File: config.mk
export PLATFORM = sky130hd
export DESIGN_NAME = nodf_module_if_flat
export DESIGN_NICKNAME = d
export VERILOG_FILES = /design/src/rtl/nodf_mon_pkg.sv /design/src/rtl/nodf_module_if_if.sv /design/src/rtl/nodf_ts_fifo.sv /design/src/rtl/nodf_module_if.sv /design/src/flat_wrapper.sv
export SDC_FILE = /design/constraint.sdc
export NUM_CORES = 1
export LEC_CHECK = 0
export ABC_AREA = 1
export CAP_MARGIN = 10
export CORE_MARGIN = 2
export CORE_UTILIZATION = 55
export CTS_CLUSTER_SIZE = 24
export DETAILED_ROUTE_END_ITERATION = 10
export PLACE_DENSITY_LB_ADDON = 0.08
export SLEW_MARGIN = 20
export SYNTH_ARGS = -nofsm -noshare
export SYNTH_HDL_FRONTEND = slang
export SYNTH_SLANG_ARGS = --single-unit
File: constraint.sdc
create_clock -name clock -period 9.6 [get_ports clock]
set_clock_uncertainty 0.05 [all_clocks]
set_input_delay 0.96 -clock clock [delete_from_list [all_inputs] [get_ports clock]]
set_output_delay 0.96 -clock clock [all_outputs]
set_load 0.02 [all_outputs]
File: src/rtl/nodf_mon_pkg.sv
// Shared constants, the cycle-count type and the modular difference helper for
// the non-dataflow block-handshake monitor.
package nodf_mon_pkg;

  localparam int CNT_W_DEF = 32;
  localparam int DEPTH_DEF = 4;

  typedef logic [CNT_W_DEF-1:0] cnt_t;

  // Elapsed cycles from b to a; wraps naturally modulo 2^CNT_W_DEF.
  function automatic cnt_t cyc_diff(input cnt_t a, input cnt_t b);
    return a - b;
  endfunction

endpackage

File: src/rtl/nodf_module_if_if.sv
// Block-level HLS handshake bundle (ap_start/ap_ready/ap_done/ap_continue) plus
// the end-of-run strobe, as seen by the monitored module and its monitor.
interface nodf_hs_if;

  // Handshake semantics: a start is accepted while ap_start is high and ends
  // on an ap_ready cycle; a done completes on any cycle with ap_done & ap_continue.
  logic ap_start;
  logic ap_ready;
  logic ap_done;
  logic ap_continue;
  logic finish;

  modport master (
    output ap_start,
    output ap_ready,
    output ap_done,
    output ap_continue,
    output finish
  );

  modport slave (
    input ap_start,
    input ap_ready,
    input ap_done,
    input ap_continue,
    input finish
  );

endinterface

File: src/rtl/nodf_ts_fifo.sv
// Start-timestamp FIFO for the handshake monitor; a push and a pop may share a
// cycle even when full, the popped slot being reused by the new entry.
module nodf_ts_fifo #(
  parameter int DEPTH = 4,
  parameter int W     = 32
) (
  input  logic         clock,
  input  logic         reset,
  input  logic         push,
  input  logic         pop,
  input  logic [W-1:0] din,
  output logic [W-1:0] head,
  output logic         full,
  output logic         empty
);

  localparam int AW = $clog2(DEPTH);

  logic [W-1:0] mem [DEPTH];
  logic [AW:0]  wr_ptr;
  logic [AW:0]  rd_ptr;
  logic         wr_en;
  logic         rd_en;

  // Extra pointer bit distinguishes full from empty when the indices match.
  assign empty = (wr_ptr == rd_ptr);
  assign full  = (wr_ptr[AW] != rd_ptr[AW]) && (wr_ptr[AW-1:0] == rd_ptr[AW-1:0]);
  assign head  = mem[rd_ptr[AW-1:0]];

  assign rd_en = pop & ~empty;
  assign wr_en = push & (~full | rd_en);

  always_ff @(posedge clock or posedge reset) begin
    if (reset) begin
      wr_ptr <= '0;
      rd_ptr <= '0;
    end else begin
      if (wr_en) wr_ptr <= wr_ptr + 1'b1;
      if (rd_en) rd_ptr <= rd_ptr + 1'b1;
    end
  end

  always_ff @(posedge clock) begin
    if (wr_en) mem[wr_ptr[AW-1:0]] <= din;
  end

endmodule

File: src/rtl/nodf_module_if.sv
// Passive status monitor for one non-dataflow HLS block handshake: event counts,
// start-to-done latency and start-to-start interval. Optional NODF_MINMAX_EN adds min/max latency.
module nodf_module_if
  import nodf_mon_pkg::*;
#(
  parameter int CNT_W = CNT_W_DEF,
  parameter int DEPTH = DEPTH_DEF
) (
  input  logic             clock,
  input  logic             reset,
  nodf_hs_if.slave         hs,
  output logic [CNT_W-1:0] start_cnt,
  output logic [CNT_W-1:0] ready_cnt,
  output logic [CNT_W-1:0] done_cnt,
  output logic [CNT_W-1:0] last_latency,
  output logic [CNT_W-1:0] last_interval,
`ifdef NODF_MINMAX_EN
  output logic [CNT_W-1:0] min_latency,
  output logic [CNT_W-1:0] max_latency,
`endif
  output logic             busy,
  output logic             finished,
  output logic             ovf,
  output logic             unf
);

  logic [CNT_W-1:0] timer;
  logic [CNT_W-1:0] prev_ts;
  logic [CNT_W-1:0] head;
  logic [CNT_W-1:0] lat_now;
  logic [CNT_W-1:0] int_now;
  logic             in_input;
  logic             have_prev;
  logic             full;
  logic             empty;
  logic             active;
  logic             start_evt;
  logic             done_evt;
  logic             bypass;
  logic             pop;
  logic             push;

  assign active    = ~finished;
  assign start_evt = hs.ap_start & ~in_input;
  assign done_evt  = hs.ap_done & hs.ap_continue;

  // A done meeting an empty FIFO in the same cycle as a start pairs with it directly.
  assign bypass = start_evt & done_evt & empty;
  assign pop    = active & done_evt & ~empty;
  assign push   = active & start_evt & ~bypass & (~full | pop);

  assign lat_now = CNT_W'(cyc_diff(cnt_t'(timer), cnt_t'(head)));
  assign int_now = CNT_W'(cyc_diff(cnt_t'(timer), cnt_t'(prev_ts)));

  assign busy = ~empty;

  nodf_ts_fifo #(
    .DEPTH (DEPTH),
    .W     (CNT_W)
  ) u_ts_fifo (
    .clock (clock),
    .reset (reset),
    .push  (push),
    .pop   (pop),
    .din   (timer),
    .head  (head),
    .full  (full),
    .empty (empty)
  );

  always_ff @(posedge clock or posedge reset) begin
    if (reset) begin
      timer         <= '0;
      prev_ts       <= '0;
      have_prev     <= 1'b0;
      in_input      <= 1'b0;
      start_cnt     <= '0;
      ready_cnt     <= '0;
      done_cnt      <= '0;
      last_latency  <= '0;
      last_interval <= '0;
      finished      <= 1'b0;
      ovf           <= 1'b0;
      unf           <= 1'b0;
    end else if (active) begin
      timer <= timer + 1'b1;
      if (hs.finish) finished <= 1'b1;

      if (hs.ap_ready)     in_input <= 1'b0;
      else if (start_evt)  in_input <= 1'b1;

      if (hs.ap_ready) ready_cnt <= ready_cnt + 1'b1;

      if (start_evt) begin
        start_cnt <= start_cnt + 1'b1;
        prev_ts   <= timer;
        have_prev <= 1'b1;
        if (have_prev) last_interval <= int_now;
        if (full && !pop) ovf <= 1'b1;
      end

      if (done_evt) begin
        done_cnt <= done_cnt + 1'b1;
        if (pop)               last_latency <= lat_now;
        else if (bypass)       last_latency <= '0;
        else                   unf <= 1'b1;
      end
    end
  end

`ifdef NODF_MINMAX_EN
  logic             lat_valid;
  logic [CNT_W-1:0] lat_val;

  assign lat_valid = pop | (active & bypass);
  assign lat_val   = pop ? lat_now : '0;

  always_ff @(posedge clock or posedge reset) begin
    if (reset) begin
      min_latency <= '1;
      max_latency <= '0;
    end else if (lat_valid) begin
      if (lat_val < min_latency) min_latency <= lat_val;
      if (lat_val > max_latency) max_latency <= lat_val;
    end
  end
`endif

endmodule

File: src/flat_wrapper.sv
// flat-port wrapper written by rule: the top's interface ports become plain ports
module nodf_module_if_flat import nodf_mon_pkg::*;
#(
  parameter int CNT_W = CNT_W_DEF,
  parameter int DEPTH = DEPTH_DEF
)
  (clock, reset, start_cnt, ready_cnt, done_cnt, last_latency, last_interval, busy, finished, ovf, unf, hs_ap_start, hs_ap_ready, hs_ap_done, hs_ap_continue, hs_finish);
  nodf_hs_if hs_i ();
  input  logic clock;
  input  logic reset;
  output logic [CNT_W-1:0] start_cnt;
  output logic [CNT_W-1:0] ready_cnt;
  output logic [CNT_W-1:0] done_cnt;
  output logic [CNT_W-1:0] last_latency;
  output logic [CNT_W-1:0] last_interval;
  output logic busy;
  output logic finished;
  output logic ovf;
  output logic unf;
  input wire logic [$bits(hs_i.ap_start)-1:0] hs_ap_start;
  input wire logic [$bits(hs_i.ap_ready)-1:0] hs_ap_ready;
  input wire logic [$bits(hs_i.ap_done)-1:0] hs_ap_done;
  input wire logic [$bits(hs_i.ap_continue)-1:0] hs_ap_continue;
  input wire logic [$bits(hs_i.finish)-1:0] hs_finish;
  assign hs_i.ap_start = hs_ap_start;
  assign hs_i.ap_ready = hs_ap_ready;
  assign hs_i.ap_done = hs_ap_done;
  assign hs_i.ap_continue = hs_ap_continue;
  assign hs_i.finish = hs_finish;
  nodf_module_if #(.CNT_W(CNT_W), .DEPTH(DEPTH)) u_core (.clock(clock), .reset(reset), .hs(hs_i), .start_cnt(start_cnt), .ready_cnt(ready_cnt), .done_cnt(done_cnt), .last_latency(last_latency), .last_interval(last_interval), .busy(busy), .finished(finished), .ovf(ovf), .unf(unf));
endmodule
==> results of run 1 <==
==> cell type report <==
| cell class | instances | area [um^2] |
|---|---|---|
| clock buffers | 52 | 1107 |
| clock inverters | 22 | 271.5 |
| fillers | 3124 | 12620 |
| inverters | 390 | 1473 |
| multi-input cells | 1722 | 8865 |
| flip-flops and latches | 363 | 9726 |
| well taps | 468 | 585.6 |
| repair buffers | 181 | 1784 |
==> cell families after synthesis <==
| logic type | count (synthesis) | synth area share [%] |
|---|---|---|
| AND/OR/NAND/NOR | 1311 | 27.14 |
| buffers and inverters | 433 | 8.192 |
| flip-flops | 363 | 48.05 |
| AO/OA/AOI/OAI | 195 | 5.688 |
| XOR/XNOR | 135 | 5.843 |
| adder cells (fa/ha/maj) | 81 | 5.082 |
==> registers in the layout (all words and copies together), names as in the netlist <==
name and cells:
u_core.u_ts_fifo.rd_ptr 3, u_core.u_ts_fifo.wr_ptr 3, u_core.last_interval 32, u_core.u_ts_fifo.mem 128, u_core.timer 32, u_core.start_cnt 32, u_core.unf 1, u_core.prev_ts 32
u_core.have_prev 1, u_core.done_cnt 32, u_core.in_input 1, u_core.finished 1, u_core.ready_cnt 32, u_core.last_latency 32, u_core.ovf 1
==> power by group through the flow <==
| stage | clock network (W) | logic [W] | registers [W] |
|---|---|---|---|
| after floorplan | 0 | 0.0000983 | 0.00166 |
| after detailed placement | 0 | 0.000156 | 0.00165 |
| after global routing | 0.00170 | 0.000178 | 0.00163 |
| after global placement | 0 | 0.000154 | 0.00165 |
| final | 0.00160 | 0.000155 | 0.00163 |
| after CTS | 0.00164 | 0.000157 | 0.00163 |
==> per-stage QoR <==
step	utilization, %	cells
after global placement	61.57	3124
after floorplan	-	2518
after detailed placement	61.57	3124
final	65.35	3198
after CTS	65.35	3198
after global routing	65.35	3198
==> final timing paths <==
path | from | to | cells past startpoint
setup / recovery | u_core.u_ts_fifo.rd_ptr[0] | busy | 7
hold / removal | u_core.last_latency[7] | u_core.last_latency[7] | 2
setup reg to reg | u_core.u_ts_fifo.rd_ptr[1] | u_core.last_latency[30] | 17
hold reg to reg | u_core.last_latency[7] | u_core.last_latency[7] | 2
max in group asynchronous | reset | u_core.u_ts_fifo.rd_ptr[0] | 3
min in group asynchronous | reset | u_core.start_cnt[4] | 2
==> metal layers <==
layer / up-vias / GRT usage (%)
met4: 0 / 8.530
met2: 409 / 40.54
li1: 8293 / -
met5: - / 0
met1: 7667 / 36.47
met3: 93 / 3.026
==> cell usage in the layout, fill, tap and decap left out, drive strengths merged, types with 4 or more instances in the layout <==
cell type      count
nand2            887
inv              391
dfrtp            235
nor2             196
clkdlybuf4s50    170
edfxtp           128
nand3            125
xor2              87
a21oi             83
ha                79
o21ai             72
clkbuf            52
xnor2             48
nor3              47
a32o              29
nand4             26
clkinv            14
nand3b            11
buf               11
or2                8
bufinv             6
o21bai             4
and3               4
==> critical path, cell delays in order, from the launching register on <==
cell and delay (ps):
sky130_fd_sc_hd__dfrtp_2 400, sky130_fd_sc_hd__inv_1 310, sky130_fd_sc_hd__buf_4 540, sky130_fd_sc_hd__nand2_1 80, sky130_fd_sc_hd__and2_1 150, sky130_fd_sc_hd__and2_4 140, sky130_fd_sc_hd__nand2_2 90, sky130_fd_sc_hd__clkdlybuf4s50_1 630
==> impl_metrics.csv, run 1 <==
group,metric,value,unit
timing,period_minus_slack,3941,ps
pwr,ir_drop,99.47,uV
grt,largest_net_degree_at_the_start_of_global_routing,108,
detailed_routing,drt-met1-wl,22630,um
cts,clock_insertion_delay_worst_skew,560,ps
synth,seq_area_frac_synth,48.05,%
synth,mapped_avg_cell_area,8.037,um^2
floorplanning,floorplan.die.height,195.8,um
synth,synth.lib_cells_used.distinct,46,
pwr,net-switching-power,0.0007422,W
cts,cts_setup_buffers,0,
floorplanning,num_rows,70,
worst_setup_path,setup.worst_path.end_class,"primary output",
placement,dp_slack,5722,ps
worst_setup_path,cp_data_arrival_time,2930,ps
worst_setup_path,startpoint_type,"flip-flop",
timing,final_max_slew_viol_count,0,
placement,port_buffers,170,
pwr,power.static_leakage,11.68,nW
floorplanning,overall_die_area,38350,um^2
synth,ys_top_cells_by_count,"sky130_fd_sc_hd__nand2_1 (880), sky130_fd_sc_hd__inv_1 (385), sky130_fd_sc_hd__dfrtp_1 (235), sky130_fd_sc_hd__nor2_1 (183), sky130_fd_sc_hd__edfxtp_1 (128)",
synth,synth_top_area_cell,"sky130_fd_sc_hd__dfrtp_1",
pwr,internal_power,0.002640,W
timing,rsz0062_at_grt,"false",
pwr,seq_power_share,48.1,%
pwr,finalPower,0.003382,W
grt,number_of_antenna_violations_at_the_first_check_in_global_routing,0,
layout,antenna-diode-count,0,
layout,layout.nets,2786,
cts,cts_tree,"yes",
cts,cts.htree.levels,2,
pwr,pwr_density_cell,142.1,nW/um^2
detailed_routing,drt-vias-per-instance,5.148,
synth,post_synth_edffs,128,
timing,timing.final.hold_violations,0,
timing,timing_worst_slew_pin_value,964.4,ps
synth,instance_count_of_the_mapped_netlist,2518,
worst_setup_path,criticalPathCategory,"reg2out",
cts,clk_path_buf_depth,3,
pwr,switching_share,21.94,%
layout,post-route-cell-area,23810,um^2
detailed_routing,count_of_antenna_violating_nets_left_after_detailed_routing,0,
floorplanning,floorplan.core_area,36430,um^2
placement,dp_hpwl,35150,um
synth,yosys_register_bits,363,
synth,synthesized_area,20240,um^2
hold_path,hold_path.class,"reg2reg",
grt,first_global_vias,15960,
layout,layout-drive-gt1-share,4.762,%
detailed_routing,drc,0,
detailed_routing,wl_met3,2261,um
grt,gr-total-overflow,0,
synth,synthArstFlopShare,64.74,%
cts,ctsHoldBuffers,0,
detailed_routing,finalWirelength,47790,um
synth,most_frequent_cell_after_synthesis,"sky130_fd_sc_hd__nand2_1",
cts,tritoncts.num_buffers,40,
synth,yosys_most_used_dff,"sky130_fd_sc_hd__dfrtp_1",
outcome,outcome,"finished clean",
run,drv.max_cap_violation_count,0,
detailed_routing,avgRoutedWirePerCell,14.94,um
worst_setup_path,timing.critical_path.fanout_max,54,
synth,yosysWarnings,0,
floorplanning,fp.dieW,195.8,um
placement,place.gp.congestion,0.9187,
pwr,clock_power_share,47.4,%
synth,synth_top_area_share,29.06,%
layout,area_growth_synth_to_finish,17.66,%
detailed_routing,highest-signal-layer,"met4",
detailed_routing,detailedRoute.firstIterationViolations,904,
pwr,combPwrFrac,4.6,%
timing,finalHoldWorstSlack,419.4,ps
cts,post_cts_resize_count,0,
cts,clk_pin_slew,60,ps
detailed_routing,drtPass1Iterations,5,
detailed_routing,route.vias.total,16460,
worst_setup_path,r2r_slack,5930,ps
timing,max_slew_margin,35.47,%
detailed_routing,dr_wl_met2,21560,um
timing,tns,0,ps
timing,final_setup_slack_of_the_worst_path,5659,ps
worst_setup_path,required_time_worst_endpoint,8590,ps
synth,postSynthNetCount,2606,
floorplanning,initial_core_util,55.54,%
cts,clkSinkCount,363,
synth,ys_top_cells_by_area,"sky130_fd_sc_hd__dfrtp_1 (29%), sky130_fd_sc_hd__edfxtp_1 (19%), sky130_fd_sc_hd__nand2_1 (16%)",
floorplanning,boundaryPins,171,
grt,grt_util_all_layers,25.46,%
grt,global_route_wire_length_before_repair,79380,um
timing,setup-violations-final,0,
timing,max_freq,253.7,MHz
timing,layout_worst_path_cycle_share,41.05,%
placement,placement.cell_area,22430,um^2
cts,clock-root-buffer,"sky130_fd_sc_hd__clkbuf_16",
No activity file was read; power rests on OpenSTA's default activity.
==> run 2: changes to the inputs <==
==> constraint.sdc (replaced) <==
create_clock -name clock -period 4 [get_ports clock]
set_clock_uncertainty 0.05 [all_clocks]
set_input_delay 0.4 -clock clock [delete_from_list [all_inputs] [get_ports clock]]
set_output_delay 0.4 -clock clock [all_outputs]
set_load 0.02 [all_outputs]
==> run 2 against run 1 <==
  * Core utilization grew 0.30 points
  * Critical endpoint is now u_core.last_latency[21]
  * Sequential power up 140%
  * Largest power group unchanged
  * Combinational power is 140% higher
  * Critical path depth rose by 8
  * Count of clock-buffer cells in the layout is 3 higher
  * Via count decreased by 0.87%
  * Hold slack worse by 210 ps
==> impl_metrics.csv, run 2 (same netlist as run 1, synthesis figures left out) <==
group,metric,value,unit
pwr,combPwrFrac,4.6,%
pwr,pwr_density_cell,340.5,nW/um^2
cts,ctsHoldBuffers,0,
timing,final_max_slew_viol_count,0,
layout,fin_util,65.66,%
timing,layout_worst_path_cycle_share,77.14,%
detailed_routing,drtPass1Iterations,5,
detailed_routing,avgRoutedWirePerCell,15.17,um
cts,clk_pin_slew,60,ps
pwr,finalPower,0.008146,W
timing,final_setup_slack_of_the_worst_path,914.4,ps
pwr,seq_power_share,47.9,%
cts,clock-root-buffer,"sky130_fd_sc_hd__clkbuf_16",
floorplanning,initial_core_util,55.54,%
pwr,power.static_leakage,11.73,nW
detailed_routing,wl_met3,2308,um
timing,rsz0062_at_grt,"false",
timing,max_slew_margin,40.71,%
detailed_routing,finalWirelength,48580,um
cts,cts.htree.levels,2,
cts,cts_tree,"yes",
worst_setup_path,setup.worst_path.end_class,"flip-flop",
grt,global_route_wire_length_before_repair,80290,um
pwr,clock_power_share,47.5,%
layout,mostFrequentLayoutCell,"sky130_fd_sc_hd__nand2_1",
floorplanning,fp.dieW,195.8,um
worst_setup_path,required_time_worst_endpoint,4380,ps
floorplanning,floorplan.die.height,195.8,um
hold_path,hold_path.class,"in2async",
timing,setup-violations-final,0,
floorplanning,num_rows,70,
timing,timing.final.hold_violations,0,
cts,tritoncts.num_buffers,40,
detailed_routing,count_of_antenna_violating_nets_left_after_detailed_routing,0,
layout,antenna-diode-count,0,
floorplanning,boundaryPins,171,
layout,final_cells,3203,
worst_setup_path,startpoint_type,"flip-flop",
placement,port_buffers,170,
cts,post_cts_resize_count,0,
layout,area_growth_synth_to_finish,18.21,%
worst_setup_path,criticalPathCategory,"reg2reg",
detailed_routing,detailedRoute.firstIterationViolations,975,
grt,gr-total-overflow,0,
worst_setup_path,cp_data_arrival_time,3460,ps
cts,clk_path_buf_depth,3,
floorplanning,floorplan.core_area,36430,um^2
grt,largest_net_degree_at_the_start_of_global_routing,88,
layout,final.fill_count,3104,
detailed_routing,highest-signal-layer,"met4",
outcome,outcome,"finished clean",
grt,first_global_vias,15720,
cts,cts_setup_buffers,0,
pwr,switching_share,21.86,%
pwr,internal_power,0.006366,W
pwr,net-switching-power,0.001781,W
layout,layout_common_cells,"sky130_fd_sc_hd__nand2_1 (880), sky130_fd_sc_hd__inv_1 (384), sky130_fd_sc_hd__dfrtp_1 (234), sky130_fd_sc_hd__nor2_1 (179), sky130_fd_sc_hd__clkdlybuf4s50_1 (170)",
placement,dp_hpwl,35600,um
timing,period_minus_slack,3086,ps
placement,place.gp.congestion,0.9216,
pwr,ir_drop,332.2,uV
timing,timing_worst_slew_pin_value,888.4,ps
cts,clock_insertion_delay_worst_skew,550,ps
worst_setup_path,timing.critical_path.fanout_max,48,
detailed_routing,drt-vias-per-instance,5.095,
detailed_routing,drt-met1-wl,23160,um
detailed_routing,route.vias.total,16320,
grt,grt_util_all_layers,25.85,%
layout,layout-drive-gt1-share,5.009,%
detailed_routing,dr_wl_met2,22000,um
layout,layout.nets,2792,
detailed_routing,drc,0,
grt,number_of_antenna_violations_at_the_first_check_in_global_routing,0,
floorplanning,overall_die_area,38350,um^2
layout,largest_reg_flops,128,
timing,max_freq,324.1,MHz
placement,dp_slack,932.3,ps
timing,tns,0,ps
cts,clkSinkCount,363,
run,drv.max_cap_violation_count,0,
placement,dp_cells,3130,
## run 2: power by group through the flow
stage / Combinational, W / Clock (W) / Sequential (W)
3_3_place_gp: 0.000372 / 0 / 0.00397
4_1_cts: 0.000380 / 0.00396 / 0.00390
3_5_place_dp: 0.000378 / 0 / 0.00397
2_1_floorplan: 0.000236 / 0 / 0.00398
6_report: 0.000378 / 0.00387 / 0.00390
5_1_grt: 0.000430 / 0.00410 / 0.00390
## run 2: path summary, 6_finish.rpt
check | start | end | slack [ps] | cells past startpoint
max in group asynchronous | reset | u_core.ready_cnt[8] | 2840 | 3
worst max register to register | u_core.u_ts_fifo.rd_ptr[1] | u_core.last_latency[21] | 910 | 15
worst min-delay path | reset | u_core.start_cnt[5] | 210 | 2
min in group clock | hs_finish | u_core.finished | 370 | 2
worst max-delay path | u_core.u_ts_fifo.rd_ptr[1] | u_core.last_latency[21] | 910 | 15
worst min register to register | u_core.start_cnt[31] | u_core.start_cnt[31] | 420 | 1
## run 2: per-stage QoR
stage	hold WS (ps)	instance area [um^2]
after floorplan	382.9	20240
after global placement	398.3	22540
after detailed placement	408.7	22540
after CTS	197.2	23920
after global routing	256.4	23920
final	213.9	23920
## run 2: worst max-delay path, cell delays in order (launching register included)
cell and delay (ps):
sky130_fd_sc_hd__dfrtp_1 460, sky130_fd_sc_hd__inv_2 290, sky130_fd_sc_hd__buf_12 270, sky130_fd_sc_hd__a21oi_1 60, sky130_fd_sc_hd__a32o_1 230, sky130_fd_sc_hd__ha_1 400
sky130_fd_sc_hd__nand2_1 150, sky130_fd_sc_hd__nor2_1 230, sky130_fd_sc_hd__and2_1 160, sky130_fd_sc_hd__nand2_1 50, sky130_fd_sc_hd__nand2_1 190, sky130_fd_sc_hd__nand2_1 110
sky130_fd_sc_hd__nand2_1 70, sky130_fd_sc_hd__nand2_1 50, sky130_fd_sc_hd__nand3_1 100, sky130_fd_sc_hd__nand2_1 60
## run 2: area by class of cell
| cell class | instances | area, um^2 | area share [%] |
|---|---|---|---|
| flip-flops and latches | 363 | 9726 | 40.66 |
| multi-input cells | 1722 | 8865 | 37.06 |
| inverters | 390 | 1468 | 6.135 |
| clock inverters | 18 | 257.7 | 1.077 |
| well taps | 468 | 585.6 | 2.448 |
| repair buffers | 187 | 1892 | 7.908 |
| clock buffers | 55 | 1129 | 4.718 |
## run 2: metal layers
metal  vias to the layer above  track usage (%)
met5                         -                0
met2                       386            41.23
met3                        87            3.696
met4                         0            6.987
li1                       8306                -
met1                      7539            37.26
==> run 3: changes to the inputs <==
==> constraint.sdc (replaced) <==
create_clock -name clock -period 3 [get_ports clock]
set_clock_uncertainty 0.05 [all_clocks]
set_input_delay 0.3 -clock clock [delete_from_list [all_inputs] [get_ports clock]]
set_output_delay 0.3 -clock clock [all_outputs]
set_load 0.02 [all_outputs]
==> run 3 against run 2 <==
  * Combinational power rose by 39%
  * Highest routed layer unchanged
  * Flip-flop and latch count did not move
  * Routed wire length fell by 0.15%
  * Maximum frequency rose by 10%
  * Power rose by 32%
  * Final cell count rose by 0.41%
  * Sequential power rose by 33%
  * Worst setup slack got worse by 720 ps
  * Clock power rose by 31%
  * Global-route usage fell by 0.061 points
  * Critical path depth fell by 1
  * Critical endpoint is now u_core.last_latency[31]
  * First-iteration DRC count rose by 2.9%
==> impl_metrics.csv, run 3 (same netlist as run 1, synthesis figures left out) <==
group,metric,value,unit
outcome,outcome,"finished clean",
worst_setup_path,timing.critical_path.fanout_max,28,
layout,layout-drive-gt1-share,5.531,%
placement,dp_slack,152.5,ps
layout,largest_reg_flops,128,
floorplanning,floorplan.die.height,195.8,um
layout,area_growth_synth_to_finish,19.16,%
run,drv.max_cap_violation_count,0,
timing,max_slew_margin,40.28,%
layout,mostFrequentLayoutCell,"sky130_fd_sc_hd__nand2_1",
floorplanning,overall_die_area,38350,um^2
placement,port_buffers,170,
floorplanning,boundaryPins,171,
worst_setup_path,setup.worst_path.end_class,"flip-flop",
worst_setup_path,critPathTopFamily,"compound AO/OA/AOI/OAI gates",
cts,clk_pin_slew,60,ps
detailed_routing,drt-vias-per-instance,5.151,
detailed_routing,highest-signal-layer,"met4",
pwr,ir_drop,452.3,uV
detailed_routing,wl_met3,2646,um
cts,clk_path_buf_depth,3,
timing,setup-violations-final,0,
layout,layout_common_cells,"sky130_fd_sc_hd__nand2_1 (879), sky130_fd_sc_hd__inv_1 (383), sky130_fd_sc_hd__dfrtp_1 (234), sky130_fd_sc_hd__nor2_1 (179), sky130_fd_sc_hd__clkdlybuf4s50_1 (170)",
timing,final_max_slew_viol_count,0,
worst_setup_path,cells_along_the_critical_path,"clkinvlp_4 > buf_4 > clkbuf_16 > nand2_1 > a32o_1 > ha_1 > a21oi_1 > nand2_1 > nand2_1 > nand2_1 > a21oi_1 > nand3_1 > nand3_1 > nand2_1",
floorplanning,initial_core_util,55.54,%
cts,clock_insertion_delay_worst_skew,560,ps
worst_setup_path,cp_data_arrival_time,3200,ps
detailed_routing,route.vias.total,16570,
timing,tns,0,ps
worst_setup_path,startpoint_type,"flip-flop",
timing,period_minus_slack,2804,ps
worst_setup_path,critPathMostFrequentCell,"sky130_fd_sc_hd__nand2_1",
worst_setup_path,timing.critical_path.slowest_stage_cell,"sky130_fd_sc_hd__dfrtp_2",
detailed_routing,drc,0,
layout,layout.nets,2806,
detailed_routing,count_of_antenna_violating_nets_left_after_detailed_routing,0,
detailed_routing,avgRoutedWirePerCell,15.08,um
timing,final_setup_slack_of_the_worst_path,196.1,ps
worst_setup_path,required_time_worst_endpoint,3390,ps
detailed_routing,detailedRoute.firstIterationViolations,1003,
timing,rsz0062_at_grt,"false",
cts,clkSinkCount,363,
grt,global_route_wire_length_before_repair,80370,um
pwr,pwr_density_cell,446.9,nW/um^2
placement,place.gp.congestion,0.9202,
cts,cts.htree.levels,2,
worst_setup_path,critical_path.n_buffers_inverters,3,
detailed_routing,finalWirelength,48510,um
detailed_routing,dr_wl_met2,21730,um
worst_setup_path,criticalPathCategory,"reg2reg",
grt,number_of_antenna_violations_at_the_first_check_in_global_routing,0,
timing,timing_worst_slew_pin_value,894.8,ps
cts,cts_tree,"yes",
timing,timing.final.hold_violations,0,
placement,dp_hpwl,35560,um
grt,grt_util_all_layers,25.79,%
grt,gr-total-overflow,0,
timing,max_freq,356.6,MHz
worst_setup_path,critPathMaxStageDelay,470,ps
grt,first_global_vias,16130,
floorplanning,fp.dieW,195.8,um
detailed_routing,drtPass1Iterations,6,
pwr,power.static_leakage,11.79,nW
floorplanning,num_rows,70,
grt,largest_net_degree_at_the_start_of_global_routing,66,
floorplanning,floorplan.core_area,36430,um^2
timing,layout_worst_path_cycle_share,93.46,%
hold_path,hold_path.class,"in2async",
layout,antenna-diode-count,0,
detailed_routing,drt-met1-wl,23020,um
layout,final.fill_count,3078,
cts,clock-root-buffer,"sky130_fd_sc_hd__clkbuf_16",
layout,fin_util,66.18,%
cts,tritoncts.num_buffers,40,
## run 3: what timing repair did
item / CTS / global route
hold buffers: 0 / 0
resized for setup: 0 / 2
endpoints found under the setup margin: 0 / 17
setup buffers: 0 / 4
## run 3: worst register-to-register path: cells and delay by family (launching register included)
family,cells,cell delay [ps]
buffers and inverters,3,500
DFF,1,470
adders and majority gates,1,370
AOI/OAI and AO/OA,3,690
and+or+nand+nor,7,610
## run 3: per-stage QoR
stage                     std cells  cell area [um^2]  hold WS [ps]  total power, W
after CTS                      3211             24050         51.01         0.01090
after detailed placement       3139             22680         406.4        0.005809
after global placement         3139             22680         396.4        0.005799
after global routing           3216             24110         83.26         0.01116
final                          3216             24110         60.89         0.01078
after floorplan                2518             20240         359.3        0.005620
## run 3: worst paths after layout
kind / startpoint / end / slack (ps) / cells after the start
worst max-delay path: u_core.u_ts_fifo.rd_ptr[0] / u_core.last_latency[31] / 200 / 14
max in group asynchronous: reset / u_core.u_ts_fifo.rd_ptr[0] / 2130 / 3
worst min register to register: u_core.last_latency[7] / u_core.last_latency[7] / 420 / 2
worst min-delay path: reset / u_core.done_cnt[0] / 60 / 2
worst max register to register: u_core.u_ts_fifo.rd_ptr[0] / u_core.last_latency[31] / 200 / 14
min in group clock: hs_finish / u_core.finished / 280 / 2
## run 3: metal layers
layer	track usage, %	vias up
met1	37.65	7723
met5	0	-
met3	3.421	82
li1	-	8330
met4	7.548	0
met2	40.57	431
## run 3: power breakdown
group          internal [W]  switching, W
registers           0.00516     0.0000302
logic              0.000180      0.000347
clock network       0.00306       0.00200
total               0.00840       0.00238
## run 3: area by class of cell
type / count / area [um^2] / share of cell area, %
sequential: 363 / 9726 / 40.33
multi-input combinational: 1722 / 8867 / 36.77
timing repair buffer: 201 / 2090 / 8.665
inverter: 390 / 1471 / 6.102
clock buffer: 60 / 1210 / 5.017
tap: 468 / 585.6 / 2.428
clock inverter: 12 / 165.2 / 0.6849
